<file path="config.mk">
export PLATFORM = sky130hd
export DESIGN_NAME = tl45_muldiv_seq
export DESIGN_NICKNAME = d
export VERILOG_FILES = /design/src/rtl/tl45_pkg.sv /design/src/rtl/tl45_muldiv_dp.sv /design/src/rtl/tl45_muldiv_seq.sv
export SDC_FILE = /design/constraint.sdc
export NUM_CORES = 1
export LEC_CHECK = 0
export BUFFER_PORTS_ARGS = -buffer_cell sky130_fd_sc_hd__buf_2
export CELL_PAD_IN_SITES_DETAIL_PLACEMENT = 1
export CELL_PAD_IN_SITES_GLOBAL_PLACEMENT = 1
export CORE_ASPECT_RATIO = 1.2
export CORE_MARGIN = 2
export CORE_UTILIZATION = 46
export DETAILED_ROUTE_END_ITERATION = 12
export GPL_ROUTABILITY_DRIVEN = 0
export PLACE_DENSITY = 0.87
export SLEW_MARGIN = 30
export SYNTH_ARGS = -nofsm -noshare
export SYNTH_HDL_FRONTEND = slang
export SYNTH_HIERARCHICAL = 1
export SYNTH_SLANG_ARGS = --single-unit
</file>
<file path="constraint.sdc">
create_clock -name i_clk -period 4.8 [get_ports i_clk]
set_clock_uncertainty 0.1 [all_clocks]
set_input_delay 0.48 -clock i_clk [delete_from_list [all_inputs] [get_ports i_clk]]
set_output_delay 0.48 -clock i_clk [all_outputs]
set_load 0.02 [all_outputs]
</file>
<file path="src/rtl/tl45_pkg.sv">
// tl45_pkg: shared types and constants for the TL45 multiply/divide sequencer
//   muldiv_op_t    : request opcode (MUL low word, DIVU, REMU, reserved)
//   muldiv_state_t : sequencer FSM state
package tl45_pkg;
  localparam int TL45_XLEN = 32;
  localparam logic [31:0] DIV0_QUOT = 32'hFFFFFFFF;
  typedef enum logic [1:0] {MUL = 2'd0, DIVU = 2'd1, REMU = 2'd2, RSVD = 2'd3} muldiv_op_t;
  typedef enum logic [1:0] {IDLE = 2'd0, BUSY = 2'd1, DONE = 2'd2} muldiv_state_t;
endpackage

</file>
<file path="src/rtl/tl45_muldiv_dp.sv">
// tl45_muldiv_dp: shift-add multiply / restoring divide datapath, one step per cycle
//   i_clk, i_reset_n : clock, async active-low reset
//   load             : capture operands a, b and clear the accumulator
//   step             : perform one iteration for op
//   op               : operation selecting step kind and result source
//   a, b             : operands (multiplicand/multiplier or dividend/divisor)
//   result           : value the registers hold after this cycle's load/step
module tl45_muldiv_dp
  import tl45_pkg::*;
#(
  parameter int XLEN = TL45_XLEN
) (
  input  logic            i_clk,
  input  logic            i_reset_n,
  input  logic            load,
  input  logic            step,
  input  muldiv_op_t      op,
  input  logic [XLEN-1:0] a,
  input  logic [XLEN-1:0] b,
  output logic [XLEN-1:0] result
);
  // acc: product accumulator (MUL) or partial remainder (DIVU/REMU)
  // a:   shifted multiplicand (MUL) or dividend shifting out / quotient shifting in
  // b:   shifted multiplier (MUL) or fixed divisor
  logic [XLEN-1:0] acc_q, acc_d, a_q, a_d, b_q, b_d;
  logic [XLEN:0]   trial;
  logic            ge;
  always_comb begin
    trial = {acc_q, a_q[XLEN-1]};
    ge    = trial >= {1'b0, b_q};
    acc_d = load ? '0 : !step ? acc_q :
            op == MUL ? acc_q + (b_q[0] ? a_q : '0) :
            ge ? XLEN'(trial - {1'b0, b_q}) : trial[XLEN-1:0];
    a_d   = load ? a : !step ? a_q :
            op == MUL ? a_q << 1 : {a_q[XLEN-2:0], ge};
    b_d   = load ? b : !step ? b_q : op == MUL ? b_q >> 1 : b_q;
    // Exposing the next-state value lets the top register the result on the final step
    result = op == DIVU ? a_d : acc_d;
  end
  always_ff @(posedge i_clk or negedge i_reset_n)
    if (!i_reset_n) begin
      acc_q <= '0;
      a_q   <= '0;
      b_q   <= '0;
    end else begin
      acc_q <= acc_d;
      a_q   <= a_d;
      b_q   <= b_d;
    end
endmodule

</file>
<file path="src/rtl/tl45_muldiv_seq.sv">
// tl45_muldiv_seq: iterative MUL/DIVU/REMU sequencer with pipeline stall and one-cycle result
//   i_clk, i_reset_n : clock, async active-low reset
//   i_flush          : abandon any operation in progress
//   i_start          : request valid, operands held stable while o_stall is high
//   i_op, i_dr       : opcode and destination register
//   i_a, i_b         : operands
//   o_stall          : stall earlier stages (combinational)
//   o_done, o_dr, o_result : registered one-cycle result, zero otherwise
module tl45_muldiv_seq
  import tl45_pkg::*;
#(
  parameter int XLEN = TL45_XLEN
) (
  input  logic            i_clk,
  input  logic            i_reset_n,
  input  logic            i_flush,
  input  logic            i_start,
  input  logic [1:0]      i_op,
  input  logic [3:0]      i_dr,
  input  logic [XLEN-1:0] i_a,
  input  logic [XLEN-1:0] i_b,
  output logic            o_stall,
  output logic            o_done,
  output logic [3:0]      o_dr,
  output logic [XLEN-1:0] o_result
);
  localparam int CW = $clog2(XLEN);
  muldiv_state_t   state_q, state_d;
  muldiv_op_t      op_q, op_d, op_in;
  logic [CW-1:0]   cnt_q, cnt_d;
  logic [3:0]      dr_q, dr_d, odr_q, odr_d;
  logic [XLEN-1:0] res_q, res_d, dp_result;
  logic            done_q, done_d, accept, quick, step, last;
  tl45_muldiv_dp #(.XLEN(XLEN)) u_dp (
    .i_clk     (i_clk),
    .i_reset_n (i_reset_n),
    .load      (accept),
    .step      (step),
    .op        (accept ? op_in : op_q),
    .a         (i_a),
    .b         (i_b),
    .result    (dp_result)
  );
  always_comb begin
    op_in   = muldiv_op_t'(i_op);
    accept  = state_q == IDLE && i_start && !i_flush;
    // Reserved op and divide by zero skip the iteration entirely
    quick   = accept && (op_in == RSVD || (op_in != MUL && i_b == '0));
    step    = state_q == BUSY && !i_flush;
    last    = step && cnt_q == CW'(XLEN - 1);
    state_d = i_flush ? IDLE :
              state_q == IDLE ? (accept ? (quick ? DONE : BUSY) : IDLE) :
              state_q == BUSY ? (last ? DONE : BUSY) : IDLE;
    cnt_d   = step ? cnt_q + 1'b1 : '0;
    op_d    = accept ? op_in : op_q;
    dr_d    = accept ? i_dr : dr_q;
    done_d  = quick || last;
    odr_d   = quick ? i_dr : last ? dr_q : '0;
    res_d   = quick ? (op_in == RSVD ? '0 : op_in == DIVU ? XLEN'(DIV0_QUOT) : i_a) :
              last ? dp_result : '0;
    o_stall = i_start && state_q != DONE;
  end
  always_ff @(posedge i_clk or negedge i_reset_n)
    if (!i_reset_n) begin
      state_q <= IDLE;
      op_q    <= MUL;
      cnt_q   <= '0;
      dr_q    <= '0;
      done_q  <= 1'b0;
      odr_q   <= '0;
      res_q   <= '0;
    end else begin
      state_q <= state_d;
      op_q    <= op_d;
      cnt_q   <= cnt_d;
      dr_q    <= dr_d;
      done_q  <= done_d;
      odr_q   <= odr_d;
      res_q   <= res_d;
    end
  assign o_done   = done_q;
  assign o_dr     = odr_q;
  assign o_result = res_q;
endmodule
</file>
Word-level counts from Yosys, hierarchy flattened
Cells that the tools add are included.
- register bits: 146
- memory bits (read-only): 0
- word-level logic and storage cells: 63
- memories kept: 0
- input bits: 74
- RAM bits: 0
- output and inout bits: 38
- bits in latches: 0
- multipliers: 0
- eq/ne operators: 6
- add/subtract/negate cells: 3
- multiplexer cells: 26
- div/mod/pow operators: 0
- reduce and logical (&&, ||, !) cells: 17
- shifts and indexed selects: 0
- order comparisons: 1
- bitwise logic cells: 0
- operators with widths (operator ; number):
    32-bit two-way mux ; 15
    33-bit by 32-bit >= comparator with 1-bit output ; 1
    32-bit adder ; 1
    32-bit zero test ; 1
    32-bit subtractor ; 1
    2-bit two-way mux ; 7
    4-bit two-way mux ; 2
    1-bit logical AND ; 7
    2-bit by 1-bit == test with 1-bit output, second input constant ; 3
    2-bit nonzero test ; 3
    5-bit by 1-bit adder with 5-bit output, second input constant ; 1
    5-bit == test, second input constant ; 1
    5-bit two-way mux ; 1
    2-bit zero test ; 2
    2-bit == test, second input constant ; 1
    1-bit logical OR ; 2
    2-bit inequality test, second input constant ; 1
    2-bit AND reduction ; 1
    1-bit zero test ; 1
    1-bit two-way mux ; 1

Longest topological paths before layout
Gate-level depths: netlist (run 1).
- word-level depth: 11
- depth in mapped cells: 18
- gate-level depth less buffers: 17

Hierarchy
Netlist (run 1), hierarchy kept.
- modules (own cells, without submodules) (module ; seq. area each (µm²) ; area each (µm²) ; cells each ; times used):
    tl45_muldiv_dp ; 2402.3 ; 9117.5 ; 1140 ; 1
    tl45_muldiv_seq ; 1251.2 ; 2245.9 ; 220 ; 1

Least setup slack after synthesis (run 1)
Ideal clock, no wire load.
- path kind: reg2reg
- from: register u_dp.b_q[0]
- to: register res_q[26], in the netlist o_result[26]
- required time: 4.582 ns
- slack: 1.440 ns
- arrival time: 3.142 ns
- cell stages (with the launch flop): 18
- library setup time: 0.118 ns
- period minus slack after synthesis: 3.360 ns
- buffers on the path: 1
- cells stage by stage: dfrtp_1 -> clkbuf_1 -> and2_1 -> ha_1 -> fa_1 -> a21oi_1 -> o211ai_1 -> a21oi_1 -> a2bb2oi_1 -> nand2_1 -> a21oi_1 -> xor2_1 -> nor2_1 -> a221oi_1 -> o21ai_0 -> nand2_1 -> nand2_1 -> a21o_1
- word-level cells in the longest chain between the ends: 8
- elaborated cells on any way between the ends: 11
- those cells by class: add/sub (2); order compare (1); mux (8)
- RTL lines (what ; line ; source):
    start: declaration ; tl45_muldiv_dp.sv:25 ; logic [XLEN-1:0] acc_q, acc_d, a_q, a_d, b_q, b_d;
    start signal: assignment ; tl45_muldiv_dp.sv:44 ; b_q <= '0;
    start signal: assignment ; tl45_muldiv_dp.sv:48 ; b_q <= b_d;
    32-bit subtractor, or another cell as far along ; tl45_muldiv_dp.sv:33 ; ge ? XLEN'(trial - {1'b0, b_q}) : trial[XLEN-1:0];
    32-bit two-way mux or 32-bit adder (tied branches) ; tl45_muldiv_dp.sv:33, tl45_muldiv_dp.sv:32 ;
    32-bit two-way mux * ; tl45_muldiv_dp.sv:32 ; op == MUL ? acc_q + (b_q[0] ? a_q : '0) :
    32-bit two-way mux * (2 in a row) ; tl45_muldiv_dp.sv:31 ; acc_d = load ? '0 : !step ? acc_q :
    32-bit two-way mux * ; tl45_muldiv_dp.sv:38 ; result = op == DIVU ? a_d : acc_d;
    net dp_result[26] ; tl45_muldiv_seq.sv:32 ; logic [XLEN-1:0] res_q, res_d, dp_result;
    32-bit two-way mux * ; tl45_muldiv_seq.sv:60 ; last ? dp_result : '0;
    32-bit two-way mux * ; tl45_muldiv_seq.sv:59 ; res_d = quick ? (op_in == RSVD ? '0 : op_in == DIVU ? XLEN'(DIV0_QUOT) : i_a) :
    net res_d[26] ; tl45_muldiv_seq.sv:32 ;
    end signal: assignment ; tl45_muldiv_seq.sv:79 ; res_q <= res_d;
    end: declaration ; tl45_muldiv_seq.sv:32 ;
Mark *: on every way through the listed nets, which the timed path passes. The rest lies on a longest branch.
A chain may end at the register's enable or synchronous reset.

Final worst setup path (run 1)
- from: register u_dp.b_q[0]
- to: register res_q[31], in the netlist o_result[31]
Same word-level chain as after synthesis.

==> impl_metrics.tcl, run 1 <==
set metrics [dict create \
    die_h_um 176.2 \
    antenna_found_initial 0 \
    die_area_um2 25980 \
    syn_area_um2 11360 \
    seq_power_share_pct 23.7 \
    syn-instance-count 1360 \
    critPathLaunch "u_dp/b_q[0]$_DFFE_PN0P_" \
    grt_usage_pct 30.40 \
    r2r_start "u_dp/b_q[0]$_DFFE_PN0P_" \
    cap_violations 0 \
    synthesis.nets 1502 \
    hold_buffers 0 \
    cts-resized-gates 0 \
    area_growth_pct 12.06 \
    cp-start-kind "register" \
    hold_class "input pin to asynchronous set/reset pin" \
    clock_sinks 146 \
    cts_buffers 17 \
    yosysWarnings 6 \
    vdd_drop_max_uv 352.6 \
    max_freq_mhz 234.3 \
    r2r-end "o_result[31]$_DFF_PN0_" \
    core_area_um2 24510 \
    crit_path_max_incr_delay_ns 0.53 \
    rsz0062_at_grt "no" \
    clk_pin_slew_ns 0.07 \
    wl_per_cell_um 21.90 \
    required_ns 5.02 \
    dpl.hpwl_um 27470 \
    hold_viol 16 \
    dr.pass1.iters 7 \
    switching_power_w 0.003923 \
    setup_violations 0 \
    grt_overflow 0 \
    syn_area_per_cell_um2 8.355 \
    ys.flop_type "dfrtp_1" \
    r2r_cells 15 \
    io_pins 112 \
    status "complete, but fails checks" \
    h-tree-depth 4 \
    num-nets-final 1573 \
    start_util_pct 46.35 \
    final_cell_mix "nand2_1, dfrtp_1, o21ai_0" \
    synth_edf_count 0 \
    crit_end "o_result[31]$_DFF_PN0_" \
    final_max_slew_viol_count 0 \
    final_common_cell "nand2_1" \
    antenna_cells 0 \
    first_iter_violations 777 \
    drt_wl_total_um 38740 \
    p_leak_nw 6.491 \
    synthArstFlopShare_pct 100.0 \
    ctsRootBufferMaster "clkbuf_16" \
    cts_setup_buffers 0 \
    slew_headroom_pct 39.02 \
    grt_pass1_vias 11560 \
    ys_types 87 \
    final_layout_size_suffix_gt1_share_pct 15.51 \
    post-place-cells 1736 \
    crit_fanout 8 \
    critical_path_class "register to register" \
    combinationalPowerShare_pct 58.7 \
    die_w_um 147.5 \
    violations "hold timing" \
    rows 63 \
    worst_path_max_delay_cell "o31ai_1" \
    layout.cells.non_filler 1769 \
    vias 10810 \
    viasPerCell 6.112 \
    cts_max_path_buffers 2 \
    p_clk_share_pct 17.6 \
    ys_ff_latch 146 \
    crit_arrival_ns 4.49 \
    fin_crit_sh_pct 88.91 \
    portBuffers 111 \
    cp_common_cell "a21oi_1" \
    crit_path_cell_trace "and2_1 -> ha_1 -> nand2_1 -> o31ai_1 -> o21a_1 -> o21ai_0 -> a21oi_1 -> a21oi_1 -> a21oi_1 -> xor2_1 -> mux2i_1 -> a21oi_1 -> nand2_1 -> nand2_1 -> a21o_1" \
    yosysSeqAreaShare_pct 32.15 \
    grt_pass1_wl_um 62250 \
    drc 0 \
    setup_tns_ns 0 \
    grt_max_degree 173 \
    rrSetupSlack_ns 0.53 \
    p_int_w 0.004112 \
    cts_tree "built" \
    drt.antenna.violating_nets 0 \
    tightest_slew_ns 0.9078 \
    power_density_nw_per_um2 631.0 \
    end_kind "register" \
    hold_slack_ns -0.04304 \
    power_switching_share_pct 48.82 \
    insertion_delay_ns 0.44 \
    period_minus_slack_ns 4.268 \
]
metrics by stage:
step	worst slack [ns]	cell area, um2	power (W)	util, %
global placement	0.7979	12110	0.006247	49.41
CTS	0.5474	12720	0.007933	51.88
detailed placement	0.6535	12120	0.006400	49.43
global route	0.3218	12730	0.008533	51.94
floorplan	1.440	11360	0.005134	-
finish	0.5321	12730	0.008035	51.94
worst min-delay path by stage:
stage / start / end / slack, ns / cells after the start
2_1_floorplan: i_reset_n / cnt_q[0]$_DFF_PN0_ / 0.08 / 0
3_3_place_gp: dr_q[0]$_DFFE_PN0P_ / dr_q[0]$_DFFE_PN0P_ / 0.36 / 2
3_5_place_dp: cnt_q[0]$_DFF_PN0_ / cnt_q[0]$_DFF_PN0_ / 0.36 / 1
4_1_cts: i_reset_n / u_dp/a_q[17]$_DFF_PN0_ / 0.02 / 1
5_1_grt: i_reset_n / o_result[18]$_DFF_PN0_ / 0.05 / 1
6_report: i_reset_n / o_result[19]$_DFF_PN0_ / -0.04 / 1
area by class of cell:
class | instances | area (um2)
clock inverters | 12 | 145.1
clock buffers | 20 | 456.7
inverters | 53 | 201.4
repair buffers | 129 | 720.7
flip-flops and latches | 146 | 3654
well taps | 325 | 406.6
fillers | 2952 | 11780
multi-input cells | 1084 | 7149
Yosys cell counts, types with 6 or more instances:
cell type	number	share of area (%)
nor4_1	10	0.55
ha_1	66	7.3
nand2_1	239	7.9
nor2b_1	8	0.44
mux2i_1	77	6.8
xor2_1	27	2.1
nand3_1	16	0.70
and2_1	40	2.2
a31oi_1	16	0.88
nand4_1	9	0.50
o21bai_1	6	0.40
o211ai_1	12	0.79
xnor2_1	31	2.4
dfrtp_1	146	32
nor3_1	27	1.2
o21ai_0	116	5.1
and3_1	10	0.55
clkbuf_1	51	1.7
buf_2	11	0.48
o21ai_1	13	0.57
inv_1	51	1.7
nor2_1	73	2.4
a211oi_1	16	1.1
a21o_1	49	3.2
mux2_2	14	1.4
buf_6	6	0.59
a22o_1	9	0.69
a21oi_1	87	3.8
o21a_1	12	0.79
o31ai_1	7	0.46
critical path: cells and delay by family, from the launching register on:
| kind | cells | cell delay, ns |
|---|---|---|
| compound gates | 8 | 2.16 |
| flops | 1 | 0.49 |
| simple gates | 4 | 0.49 |
| fa+ha+maj | 1 | 0.38 |
| mux | 1 | 0.33 |
| xor+xnor | 1 | 0.19 |
state kept, by name (all words and copies together) (netlist names):
signal      flops
dr_q            4
op_q            2
o_done          1
u_dp/b_q       32
cnt_q           5
u_dp/a_q       32
state_q         2
o_dr            4
o_result       32
u_dp/acc_q     32
routing by layer:
layer,vias to the layer above,share of wire (%),track usage [%]
li1,4955,-,-
met1,5354,40,35.55
met2,376,51,53.47
met3,127,4.3,4.858
met4,0,5.2,16.31
met5,-,0,0
power groups by stage:
stage / clock network (W) / registers (W) / logic, W
6_report: 0.00141 / 0.00190 / 0.00472
5_1_grt: 0.00148 / 0.00194 / 0.00512
4_1_cts: 0.00143 / 0.00190 / 0.00461
3_5_place_dp: 0 / 0.00191 / 0.00449
3_3_place_gp: 0 / 0.00189 / 0.00436
2_1_floorplan: 0 / 0.00175 / 0.00338
kinds of logic (layout without fill, tap and decap cells):
kind of cell,count (synthesis),count (layout),synth area share [%]
adders and majority gates,68,68,7.619
xor gates and xnor gates,58,58,4.470
buffers and inverters,130,214,5.054
muxes,95,95,8.699
DFF,146,146,32.15
AOI/OAI and AO/OA,397,397,22.83
and+or+nand+nor,466,466,19.18
Power figures use the tool's default switching activity.
==> inputs of run 2 (changes only) <==
Settings changed: REMOVE_ABC_BUFFERS set to 1, SETUP_SLACK_MARGIN set to 0.02.
==> run 2 against run 1 <==
Net effect: the flow now finishes without violations; first-iteration DRC count up 2.2%; register-to-register slack improved by 0.04 ns; sequential cell count did not move; routed wire length is 2.9% lower; critical path depth is 2 higher; largest power group unchanged.
==> impl_metrics.tcl, run 2 (same netlist as run 1, synthesis figures left out) <==
set metrics [dict create \
    status "complete, no violations" \
    grt_overflow 0 \
    r2r-end "o_result[28]$_DFF_PN0_" \
    final_layout_size_suffix_gt1_share_pct 15.64 \
    drt_wl_total_um 37620 \
    end_kind "register" \
    required_ns 5.03 \
    final_cell_mix "nand2_1, dfrtp_1, o21ai_0" \
    path_delay_family "compound AO/OA/AOI/OAI gates" \
    cts_setup_buffers 0 \
    whs_path_depth 2 \
    crit_arrival_ns 4.46 \
    antenna_found_initial 0 \
    grt_usage_pct 29.54 \
    area_growth_pct 11.85 \
    dpl.hpwl_um 26550 \
    rrSetupSlack_ns 0.57 \
    core_area_um2 24510 \
    period_minus_slack_ns 4.227 \
    critical_path_depth 17 \
    dr.pass1.iters 5 \
    pre_cts_ws_ns 0.6810 \
    grt_max_degree 178 \
    drc 0 \
    critical_path_class "register to register" \
    wl_per_cell_um 21.25 \
    tightest_slew_ns 0.8689 \
    final_common_cell "nand2_1" \
    crit_path_max_incr_delay_ns 0.44 \
    start_util_pct 46.35 \
    hold_class "input pin to register" \
    cap_violations 0 \
    hold_slack_ns 0.1510 \
    r2r_cells 17 \
    crit_fanout 16 \
    worst_path_max_delay_cell "nor4b_2" \
    hold_viol 0 \
    h-tree-depth 4 \
    p_leak_nw 6.492 \
    hold-path-endpoint "o_result[12]$_DFF_PN0_" \
    hold_start "i_a[12]" \
    finalInstanceArea_um2 12710 \
    vdd_drop_max_uv 335.6 \
    die_h_um 176.2 \
    num-nets-final 1576 \
    cts_buffers 17 \
    slew_headroom_pct 41.88 \
    post-place-cells 1739 \
    cp-start-kind "register" \
    clock_sinks 146 \
    antenna_cells 0 \
    first_iter_violations 794 \
    place_area_um2 12150 \
    final_max_slew_viol_count 0 \
    setup_tns_ns 0 \
    r2r_start "u_dp/b_q[0]$_DFFE_PN0P_" \
    max_freq_mhz 236.6 \
    power_density_nw_per_um2 608.3 \
    clk_pin_slew_ns 0.06 \
    cts_tree "built" \
    io_pins 112 \
    crit_path_cell_trace "buf_4 -> ha_1 -> inv_1 -> fa_1 -> a21oi_1 -> o22ai_1 -> nor4b_2 -> o31ai_2 -> a21oi_1 -> mux2i_1 -> a31oi_1 -> a211oi_1 -> a211o_1 -> a31oi_1 -> nand2_1 -> nand2_1 -> a21o_1" \
    portBuffers 111 \
    rows 63 \
    drt.antenna.violating_nets 0 \
    viasPerCell 6.064 \
    rsz0062_at_grt "no" \
    grt_pass1_wl_um 60570 \
    insertion_delay_ns 0.45 \
    cts_max_path_buffers 2 \
    die_area_um2 25980 \
    setup_ws_ns 0.5733 \
    die_w_um 147.5 \
    setup_violations 0 \
    layout.cells.non_filler 1770 \
    grt_pass1_vias 11440 \
    ctsRootBufferMaster "clkbuf_16" \
    path_buf_inv 2 \
    vias 10730 \
    fin_crit_sh_pct 88.06 \
]
==> run 2: where the power goes <==
part           total (W)  leakage, nW  switching (W)  internal [W]
combinational    0.00455         4.31        0.00278       0.00177
sequential       0.00189         1.90       0.000364       0.00153
clock            0.00129        0.277       0.000544      0.000749
total            0.00773         6.49        0.00369       0.00404
==> run 2: routing by layer <==
metal / vias up / GRT usage, % / routed length, um
met4: 0 / 14.78 / 1676
met2: 304 / 51.87 / 18780
met5: - / 0 / 0
met1: 5342 / 35.17 / 15650
met3: 108 / 4.496 / 1511
li1: 4980 / - / -
==> run 2: metrics by stage <==
step	total power [W]	utilization [%]
final	0.007731	51.85
after global routing	0.008277	51.85
after CTS	0.007689	51.85
after detailed placement	0.006286	49.57
after global placement	0.006110	49.55
after floorplan	0.005064	-
==> run 2: worst max-delay path by stage <==
stage | startpoint | to
finish | u_dp/b_q[0]$_DFFE_PN0P_ | o_result[28]$_DFF_PN0_
floorplan | i_start | o_result[25]$_DFF_PN0_
global route | u_dp/b_q[0]$_DFFE_PN0P_ | o_result[28]$_DFF_PN0_
detailed placement | u_dp/acc_q[9]$_DFF_PN0_ | o_result[11]$_DFF_PN0_
global placement | u_dp/acc_q[9]$_DFF_PN0_ | o_result[11]$_DFF_PN0_
CTS | u_dp/b_q[0]$_DFFE_PN0P_ | o_result[28]$_DFF_PN0_
==> run 2: layout make-up <==
type / instances / area (um2)
Clock inverter: 13 / 121.4
Multi-Input combinational cell: 1084 / 7154
Clock buffer: 17 / 425.4
Tap cell: 325 / 406.6
Inverter: 53 / 201.4
Timing Repair Buffer: 132 / 747.0
Fill cell: 2979 / 11810
Sequential cell: 146 / 3654
==> run 2: repair_timing <==
action,CTS,global route
hold endpoints to repair,55,0
hold buffers,1,0
gates resized for setup,0,0
==> inputs of run 3 (changes only) <==
Settings changed: ABC_AREA set to 1, CORE_UTILIZATION 46 to 43, CTS_CLUSTER_DIAMETER set to 40.
==> run 3 against run 2 <==
Net effect: the run now ends with hold timing left; first-iteration DRC count rose by 1.9%; die area up 19%; global-route usage rose by 0.87 points; final cell count grew 43%; hold slack got worse by 0.17 ns; synthesized cell count up 52%; routed wire length is 22% higher; sequential cell count did not move; setup slack better by 0.63 ns; critical path depth fell by 2; largest power group unchanged.
==> impl_metrics.tcl, run 3 <==
set metrics [dict create \
    dr.pass1.iters 5 \
    crit_path_cell_trace "nor2_1 -> inv_2 -> nor3_4 -> inv_2 -> nand2_1 -> o21ai_0 -> nor2_1 -> buf_4 -> inv_2 -> nor2_2 -> nor2_1 -> buf_4 -> inv_2 -> nor2_1 -> a31oi_1" \
    die_w_um 161.0 \
    end_kind "register" \
    antenna_cells 0 \
    portBuffers 111 \
    path_buf_inv 6 \
    synthTopCellsByCount "nand2_1, inv_1, nor2_1" \
    cts_max_path_buffers 2 \
    ys_ff_latch 146 \
    synth_top_cell_by_area "dfrtp_1" \
    wl_per_cell_um 18.07 \
    crit_fanout 35 \
    cp-start-kind "register" \
    drc 0 \
    start_util_pct 43.95 \
    place_area_um2 13500 \
    pre_cts_ws_ns 0.6463 \
    yosysWarnings 6 \
    fillCellCount 4105 \
    rsz0062_at_grt "no" \
    grt_pass1_wl_um 75210 \
    syn_area_per_cell_um2 6.142 \
    syn_area_um2 12710 \
    synthMostInstantiatedCell "nand2_1" \
    tightest_slew_ns 0.8641 \
    final_common_cell "nand2_1" \
    viasPerCell 5.468 \
    vias 13880 \
    finalInstanceArea_um2 14110 \
    core_area_um2 28930 \
    path_delay_family "buffers and inverters" \
    fin_crit_sh_pct 74.91 \
    die_area_um2 30970 \
    h-tree-depth 4 \
    cts_buffers 17 \
    grt_usage_pct 30.41 \
    synthArstFlopShare_pct 100.0 \
    grt_max_degree 135 \
    final_cell_mix "nand2_1, inv_1, nor2_1" \
    die_h_um 192.4 \
    total_power_w 0.008407 \
    hold_buffers 0 \
    power_density_nw_per_um2 595.9 \
    final_layout_size_suffix_gt1_share_pct 9.382 \
    grt_pass1_vias 14690 \
    p_leak_nw 8.098 \
    yosysTopAreaCellShare_pct 28.73 \
    max_freq_mhz 278.1 \
    yosysSeqAreaShare_pct 28.73 \
    ctsRootBufferMaster "clkbuf_16" \
    ys.flop_type "dfrtp_1" \
    worst_path_max_delay_cell "nor2_2" \
    cap_violations 0 \
    num-nets-final 2282 \
    synth_edf_count 0 \
    violations "hold timing" \
    setup_violations 0 \
    clock_sinks 146 \
    cts_setup_buffers 0 \
    setup_tns_ns 0 \
    hold_slack_ns -0.01591 \
    critical_path_class "register to register" \
    clk_pin_slew_ns 0.07 \
    required_ns 5.07 \
    grt_overflow 0 \
    first_iter_violations 809 \
    crit_path_max_incr_delay_ns 0.49 \
    antenna_found_initial 0 \
    cts-resized-gates 0 \
    hold_class "input pin to asynchronous set/reset pin" \
    rows 68 \
    ys_types 49 \
    drt_wl_total_um 45860 \
    area_growth_pct 10.96 \
    vdd_drop_max_uv 213.7 \
    crit_arrival_ns 3.87 \
    cts_tree "built" \
    insertion_delay_ns 0.46 \
    io_pins 112 \
    syn-instance-count 2070 \
    hold_viol 9 \
    slew_headroom_pct 42.04 \
    dpl.hpwl_um 34790 \
    status "complete, but fails checks" \
    final_max_slew_viol_count 0 \
    yosys-top-cells-area "dfrtp_1, nand2_1, inv_1" \
    setup_ws_ns 1.204 \
    drt.antenna.violating_nets 0 \
    period_minus_slack_ns 3.596 \
]
## run 3: cell count changes after synthesis, moves of 17 or more
cell / previous run / this run
o21ai_0: 116 / 90
nand2_1: 239 / 712
xnor2_1: 31 / 13
and2_1: 40 / 1
inv_1: 51 / 294
a21o_1: 49 / 2
nand3_1: 16 / 170
mux2i_1: 77 / 0
nor3_1: 27 / 10
nor2_1: 73 / 195
a21oi_1: 87 / 135
## run 3: stage by stage
stage / cells / util [%]
after floorplan: 1997 / -
after global placement: 2506 / 46.68
after detailed placement: 2506 / 46.68
after CTS: 2538 / 48.76
after global routing: 2538 / 48.77
final: 2538 / 48.77
## run 3: worst register-to-register path, cell delays in order, from the launching register on
cell	delay (ns)
dfrtp_1	0.42
nor2_1	0.13
inv_2	0.05
nor3_4	0.21
inv_2	0.13
nand2_1	0.09
o21ai_0	0.16
nor2_1	0.13
buf_4	0.31
inv_2	0.29
nor2_2	0.49
nor2_1	0.09
buf_4	0.20
inv_2	0.44
nor2_1	0.11
a31oi_1	0.18
## run 3: layout make-up
| cell class | count | area, um2 | area share [%] |
|---|---|---|---|
| Clock inverter | 14 | 163.9 | 1.162 |
| Inverter | 309 | 1160 | 8.221 |
| Timing Repair Buffer | 124 | 671.9 | 4.762 |
| Clock buffer | 18 | 439.2 | 3.113 |
| Multi-Input combinational cell | 1542 | 7538 | 53.43 |
| Tap cell | 385 | 481.7 | 3.414 |
| Sequential cell | 146 | 3654 | 25.90 |
## run 3: power by group
| group | switching, W | internal (W) | leakage [nW] |
|---|---|---|---|
| sequential | 0.000314 | 0.00149 | 1.85 |
| clock | 0.000645 | 0.000797 | 0.293 |
| combinational | 0.00353 | 0.00163 | 5.95 |
## run 3: metal layers
| layer | GRT usage, % | part of all wire (%) |
|---|---|---|
| met1 | 37.84 | 43 |
| met2 | 54.37 | 50 |
| met3 | 3.073 | 3.8 |
| met4 | 11.71 | 3.4 |
| met5 | 0 | 0 |
## run 3: final timing paths
kind	start	to	slack, ns	cells after the start
worst max-delay path	state_q[1]$_DFF_PN0_	u_dp/b_q[4]$_DFFE_PN0P_	1.20	15
worst min-delay path	i_reset_n	dr_q[2]$_DFFE_PN0P_	-0.02	1
worst max register to register	state_q[1]$_DFF_PN0_	u_dp/b_q[4]$_DFFE_PN0P_	1.20	15
worst min register to register	cnt_q[0]$_DFF_PN0_	cnt_q[0]$_DFF_PN0_	0.36	1
max in group asynchronous	i_reset_n	u_dp/b_q[15]$_DFFE_PN0P_	3.61	2
min in group i_clk	i_dr[3]	dr_q[3]$_DFFE_PN0P_	0.15	3
## run 3: kinds of logic after synthesis
logic type	synth area share [%]
buf+inv	12.02
simple gates	37.31
xor+xnor	1.653
fa+ha+maj	6.810
flops	28.73
compound gates	13.48
